[src/rtl/shared_adder_arbiter_pkg.sv]
// Shared constants for the shared adder arbiter: default sizes, requester IDs
// and the per-requester operation encoding.
package shared_adder_arbiter_pkg;

    localparam int unsigned DEF_WIDTH   = 32;
    localparam int unsigned DEF_NUM_REQ = 4;

    localparam int unsigned REQ_PC     = 0;
    localparam int unsigned REQ_BRANCH = 1;
    localparam int unsigned REQ_ADDR   = 2;
    localparam int unsigned REQ_ALU    = 3;

    typedef enum logic {
        OP_ADD = 1'b0,
        OP_SUB = 1'b1
    } op_e;

endpackage

[src/rtl/shared_adder_arbiter_rr_picker.sv]
// Combinational round-robin picker: first asserted request at or above the
// pointer (with wrap) wins; returns a one-hot grant and the encoded winner.
module shared_adder_arbiter_rr_picker #(
    parameter int unsigned NUM_REQ = 4,
    parameter int unsigned ID_W    = $clog2(NUM_REQ)
) (
    input  logic [NUM_REQ-1:0] req,
    input  logic [ID_W-1:0]    ptr,
    output logic [NUM_REQ-1:0] grant,
    output logic [ID_W-1:0]    win_id,
    output logic               any
);

    int unsigned      idx;
    logic [ID_W-1:0]  sel;

    always_comb begin
        grant  = '0;
        win_id = '0;
        any    = 1'b0;
        idx    = 0;
        sel    = '0;
        for (int unsigned k = 0; k < NUM_REQ; k++) begin
            idx = (32'(ptr) + k) % NUM_REQ;
            sel = ID_W'(idx);
            if (!any && req[sel]) begin
                grant[sel] = 1'b1;
                win_id     = sel;
                any        = 1'b1;
            end
        end
    end

endmodule

[src/rtl/shared_adder_arbiter.sv]
// Round-robin shared 32-bit add/subtract unit with one-cycle registered result
// tagged by requester ID. Define SHARED_ADDER_OVF_EN to add the Overflow output.
module shared_adder_arbiter
    import shared_adder_arbiter_pkg::*;
#(
    parameter  int unsigned NUM_REQ = DEF_NUM_REQ,
    parameter  int unsigned WIDTH   = DEF_WIDTH,
    localparam int unsigned ID_W    = $clog2(NUM_REQ)
) (
    input  logic                     Clk,
    input  logic                     Reset,
    input  logic [NUM_REQ-1:0]       Req,
    input  logic [NUM_REQ-1:0]       SubOp,
    input  logic [NUM_REQ*WIDTH-1:0] OpA,
    input  logic [NUM_REQ*WIDTH-1:0] OpB,
    output logic [NUM_REQ-1:0]       Grant,
    output logic                     ResultValid,
    output logic [ID_W-1:0]          ResultId,
    output logic [WIDTH-1:0]         Result,
    output logic                     CarryOut
`ifdef SHARED_ADDER_OVF_EN
    ,
    output logic                     Overflow
`endif
);

    logic [ID_W-1:0]    ptr;
    logic [NUM_REQ-1:0] pick_grant;
    logic [ID_W-1:0]    win_id;
    logic               pick_any;
    logic               granted;
    int unsigned        base;
    op_e                op_sel;
    logic [WIDTH-1:0]   opa_sel;
    logic [WIDTH-1:0]   b_eff;
    logic [WIDTH:0]     sum;

    shared_adder_arbiter_rr_picker #(
        .NUM_REQ (NUM_REQ),
        .ID_W    (ID_W)
    ) u_picker (
        .req    (Req),
        .ptr    (ptr),
        .grant  (pick_grant),
        .win_id (win_id),
        .any    (pick_any)
    );

    // Grant is gated by reset so nothing can be captured or remembered across it.
    assign Grant   = Reset ? pick_grant : '0;
    assign granted = pick_any & Reset;

    always_comb begin
        base    = 32'(win_id) * WIDTH;
        op_sel  = op_e'(SubOp[win_id]);
        opa_sel = OpA[base +: WIDTH];
        b_eff   = (op_sel == OP_SUB) ? ~OpB[base +: WIDTH] : OpB[base +: WIDTH];
        sum     = {1'b0, opa_sel} + {1'b0, b_eff}
                + {{WIDTH{1'b0}}, (op_sel == OP_SUB)};
    end

    always_ff @(posedge Clk or negedge Reset) begin
        if (!Reset) begin
            ptr         <= '0;
            ResultValid <= 1'b0;
            ResultId    <= '0;
            Result      <= '0;
            CarryOut    <= 1'b0;
`ifdef SHARED_ADDER_OVF_EN
            Overflow    <= 1'b0;
`endif
        end else begin
            ResultValid <= granted;
            if (granted) begin
                ResultId <= win_id;
                Result   <= sum[WIDTH-1:0];
                CarryOut <= sum[WIDTH];
                ptr      <= (32'(win_id) == NUM_REQ - 1) ? '0 : win_id + ID_W'(1);
`ifdef SHARED_ADDER_OVF_EN
                // Same-sign adder inputs producing an opposite-sign result.
                Overflow <= (opa_sel[WIDTH-1] == b_eff[WIDTH-1]) &&
                            (sum[WIDTH-1] != opa_sel[WIDTH-1]);
`endif
            end
        end
    end

endmodule
[config.mk]
export PLATFORM = sky130hd
export DESIGN_NAME = shared_adder_arbiter
export DESIGN_NICKNAME = d
export VERILOG_FILES = /design/src/rtl/shared_adder_arbiter_pkg.sv /design/src/rtl/shared_adder_arbiter_rr_picker.sv /design/src/rtl/shared_adder_arbiter.sv
export SDC_FILE = /design/constraint.sdc
export NUM_CORES = 1
export LEC_CHECK = 0
export BUFFER_PORTS_ARGS = -buffer_cell sky130_fd_sc_hd__buf_2
export CAP_MARGIN = 10
export CORE_MARGIN = 3
export CORE_UTILIZATION = 40
export CTS_BUF_LIST = sky130_fd_sc_hd__clkbuf_16
export CTS_CLUSTER_DIAMETER = 150
export DETAILED_ROUTE_END_ITERATION = 6
export PLACE_DENSITY = 0.72
export SETUP_SLACK_MARGIN = 0.02
export SYNTH_ARGS = -nofsm -noshare
export SYNTH_HDL_FRONTEND = slang
export SYNTH_SLANG_ARGS = --single-unit
[constraint.sdc]
create_clock -name Clk -period 11.3 [get_ports Clk]
set_clock_uncertainty 0.05 [all_clocks]
set_input_delay 2.26 -clock Clk [delete_from_list [all_inputs] [get_ports Clk]]
set_output_delay 2.26 -clock Clk [all_outputs]
set_load 0.02 [all_outputs]
==> results_dict.tcl <==
set metrics [dict create \
    die_w_um 128 \
    ys_seq_area_share_pct 16.0 \
    wl_um 22700 \
    cp_common_cell "a21oi_1" \
    synth_seq_cells 38 \
    cpPeakStageDelay_ns 0.77 \
    cpLargestDelayFamily "compound AO/OA/AOI/OAI gates" \
    path_class "in2reg" \
    finalMaxSlewViolations 0 \
    root_buffer "clkbuf_16" \
    synth_cells 911 \
    met3_usage_pct 3.58 \
    finalSetupViolCount 0 \
    final_util_pct 53.8 \
    finalSetupTns_ns 0 \
    dr.pass1.iters 6 \
    viasPerCell 5.54 \
    fin_crit_sh_pct 70.8 \
    fin_area_mm2 0.00764 \
    place.gp.congestion 0.913 \
    min_path_type "reg2reg" \
    cp_slowest_cell "and2_4" \
    synth_edf_count 0 \
    insertion_delay_ns 0.27 \
    ys.warnings.count 0 \
    io_buffers 305 \
    grt.total_usage_pct 26.2 \
    grtUsageMet2_pct 41.0 \
    grt_pass1_vias 6844 \
    finalHoldViolCount 0 \
    post_cts_buffers 0 \
    vias 7464 \
    busiest_layer "met2" \
    tightest_slew_ns 1.08 \
    post_cts_resized 0 \
    grt_overflow_total 0 \
    grt_setup_unrepaired "no" \
    antenna_found_initial 2 \
    syn-num-nets 1217 \
    worstPathArrival_ns 8.11 \
    cts.sinks 38 \
    slew_headroom_pct 27.7 \
    gr-usage-met1_pct 38.8 \
    cts_hold_buf 0 \
    wl_per_cell_um 16.8 \
    crit_fanout 76 \
    final_antenna_net_count 0 \
    drive_above_1_share_pct 28.8 \
    syn-mean-instance-area_um2 6.53 \
    ios 306 \
    worst-path-buf-inv 2 \
    grt_pass1_wl_um 35200 \
    startpoint_type "input pin" \
    initial_utilization_pct 41.9 \
    async_flop_share_pct 100 \
    period_needed_ns 8.01 \
    end_kind "flip-flop" \
    rows 43 \
    cp_cell_sequence "buf_2, mux4_2, nor2b_1, o21ai_0, and2_4, buf_4, nand2_1, and3_1, a31oi_1, xnor2_1, ha_1, a21oi_1, o21bai_1, a21oi_1, o21a_1, o31ai_1, a21oi_1, o21ai_0, or2_1, a221o_1" \
    cts_made_buffers 5 \
    cts-htree-levels 2 \
    hpwl_um 18200 \
    num-fill-cells 1502 \
    fmax_ghz 0.125 \
    drc 0 \
    maxCapViolations 0 \
    clk_pin_slew_ns 0.05 \
    die_area_mm2 0.0164 \
    design.core.area_mm2 0.0142 \
    synth.distinct_cells 58 \
    synth_flop_cell "dfrtp_1" \
    synthToLayoutAreaGrowth_pct 28.6 \
    outcome "completed" \
    synth_area_mm2 0.00595 \
    ctsLongestPathBuffers 2 \
    drtIter0Drc 633 \
    grt_start_max_net_pins 77 \
    cts_tree "done" \
    post_dp_cell_area_mm2 0.00750 \
    nets 1471 \
    dieHeight_um 128 \
    cp_data_required_time_ns 11.40 \
]
flip-flops by register name, summed over array words and instances (netlist names):
register	flops
Result	32
ResultId	2
ptr	2
CarryOut	1
ResultValid	1
cell usage after synthesis (2+ instances only):
cell	number	area share, %
o21ai_0	42	3.5
o32a_1	3	0.50
clkbuf_1	49	3.1
dfrtp_1	38	16
mux2_2	4	0.76
buf_1	8	0.50
mux2i_1	5	0.84
a31oi_1	64	6.7
mux4_2	4	1.5
o31ai_1	9	1.1
xor2_1	8	1.2
a22oi_1	5	0.63
a21o_1	17	2.1
o311ai_0	2	0.29
xnor2_1	39	5.7
or3_1	5	0.53
a211oi_1	9	1.1
or4_1	2	0.25
a211o_1	8	1.2
nand2b_1	6	0.63
o32ai_1	2	0.29
a21oi_1	34	2.9
a221oi_1	4	0.59
buf_2	3	0.25
buf_6	2	0.38
nand4_1	14	1.5
and3_1	63	6.6
nor3_1	11	0.93
a21boi_0	2	0.25
nand2_1	307	19
nor2_1	28	1.8
a221o_1	2	0.34
o21ai_1	2	0.17
nor4_1	2	0.21
and2_1	2	0.21
o211ai_1	7	0.88
o21bai_1	6	0.76
o21a_1	5	0.63
ha_1	39	8.2
nand3_1	11	0.93
inv_1	16	1.0
nor2b_1	6	0.63
tightest hold or removal path, cell delays in order, from the launching register on:
cell and delay, ns:
dfrtp_1 0.34, nand2_1 0.04, o21ai_0 0.05
cell usage in the layout, fill, tap and decap left out, types with 6 or more instances in the layout:
master | Yosys | final
nand2b_1 | 6 | 6
a21o_1 | 17 | 17
o21bai_1 | 6 | 6
o21ai_0 | 42 | 42
nand2_1 | 307 | 305
nor2_1 | 28 | 28
nand4_1 | 14 | 14
o211ai_1 | 7 | 7
buf_2 | 3 | 305
xor2_1 | 8 | 8
xnor2_1 | 39 | 39
dfrtp_1 | 38 | 38
nor3_1 | 11 | 11
a31oi_1 | 64 | 64
a211o_1 | 8 | 8
a21oi_1 | 34 | 34
nand3_1 | 11 | 11
inv_1 | 16 | 17
and3_1 | 63 | 63
a211oi_1 | 9 | 9
o31ai_1 | 9 | 9
nor2b_1 | 6 | 6
ha_1 | 39 | 39
metrics by stage:
stage                     cells  hold slack, ns  worst slack (ns)
after floorplan             911           0.539              4.38
after global placement     1338           0.409              3.22
after detailed placement   1338           0.416              3.11
after CTS                  1346           0.429              3.36
after global routing       1348           0.470              2.61
final                      1348           0.419              3.29
routing by layer:
layer	routed length (um)	share of wire, %	up-vias
met4	233	1.0	0
met2	10400	46	338
li1	-	-	3745
met1	10300	45	3361
met3	1730	7.6	20
met5	0	0	-
layout make-up:
cell class                 count  area (um^2)  area share (%)
tap                          180          225            2.95
clock inverter                 3         12.5           0.164
multi-input combinational    795         4710            61.6
timing repair buffer         309         1560            20.4
inverter                      16         60.1           0.786
clock buffer                   5          125            1.64
sequential                    38          951            12.4
antenna                        2         5.00          0.0655
cell families (layout without fill, tap and decap cells):
| kind of cell | count (synthesis) | after routing | synth area share [%] |
|---|---|---|---|
| AND/OR/NAND/NOR | 462 | 462 | 34.2 |
| AO/OA/AOI/OAI | 233 | 233 | 26.0 |
| buffers and inverters | 78 | 333 | 5.24 |
| XOR/XNOR | 47 | 47 | 6.92 |
| adder cells (fa/ha/maj) | 40 | 40 | 8.54 |
| flip-flops | 38 | 38 | 16.0 |
| multiplexers | 13 | 13 | 3.11 |
| other | 0 | 2 | 0 |
path summary, 6_finish.rpt:
| kind | endpoint | from | depth (start not counted) | slack, ns |
|---|---|---|---|---|
| worst max-delay path | Result[27]$_DFFE_PN0P_ | Req[2] | 20 | 3.29 |
| worst min-delay path | Result[16]$_DFFE_PN0P_ | Result[16]$_DFFE_PN0P_ | 2 | 0.42 |
| worst max register to register | Result[27]$_DFFE_PN0P_ | ptr[0]$_DFFE_PN0P_ | 21 | 3.83 |
| worst min register to register | Result[16]$_DFFE_PN0P_ | Result[16]$_DFFE_PN0P_ | 2 | 0.42 |
| max in group asynchronous | ptr[0]$_DFFE_PN0P_ | Reset | 1 | 8.52 |
| min in group asynchronous | Result[2]$_DFFE_PN0P_ | Reset | 1 | 2.08 |
Power is left out: the tool's default activity adds up to more than one toggle a clock period on the data nets, which glitch-free logic cannot reach.
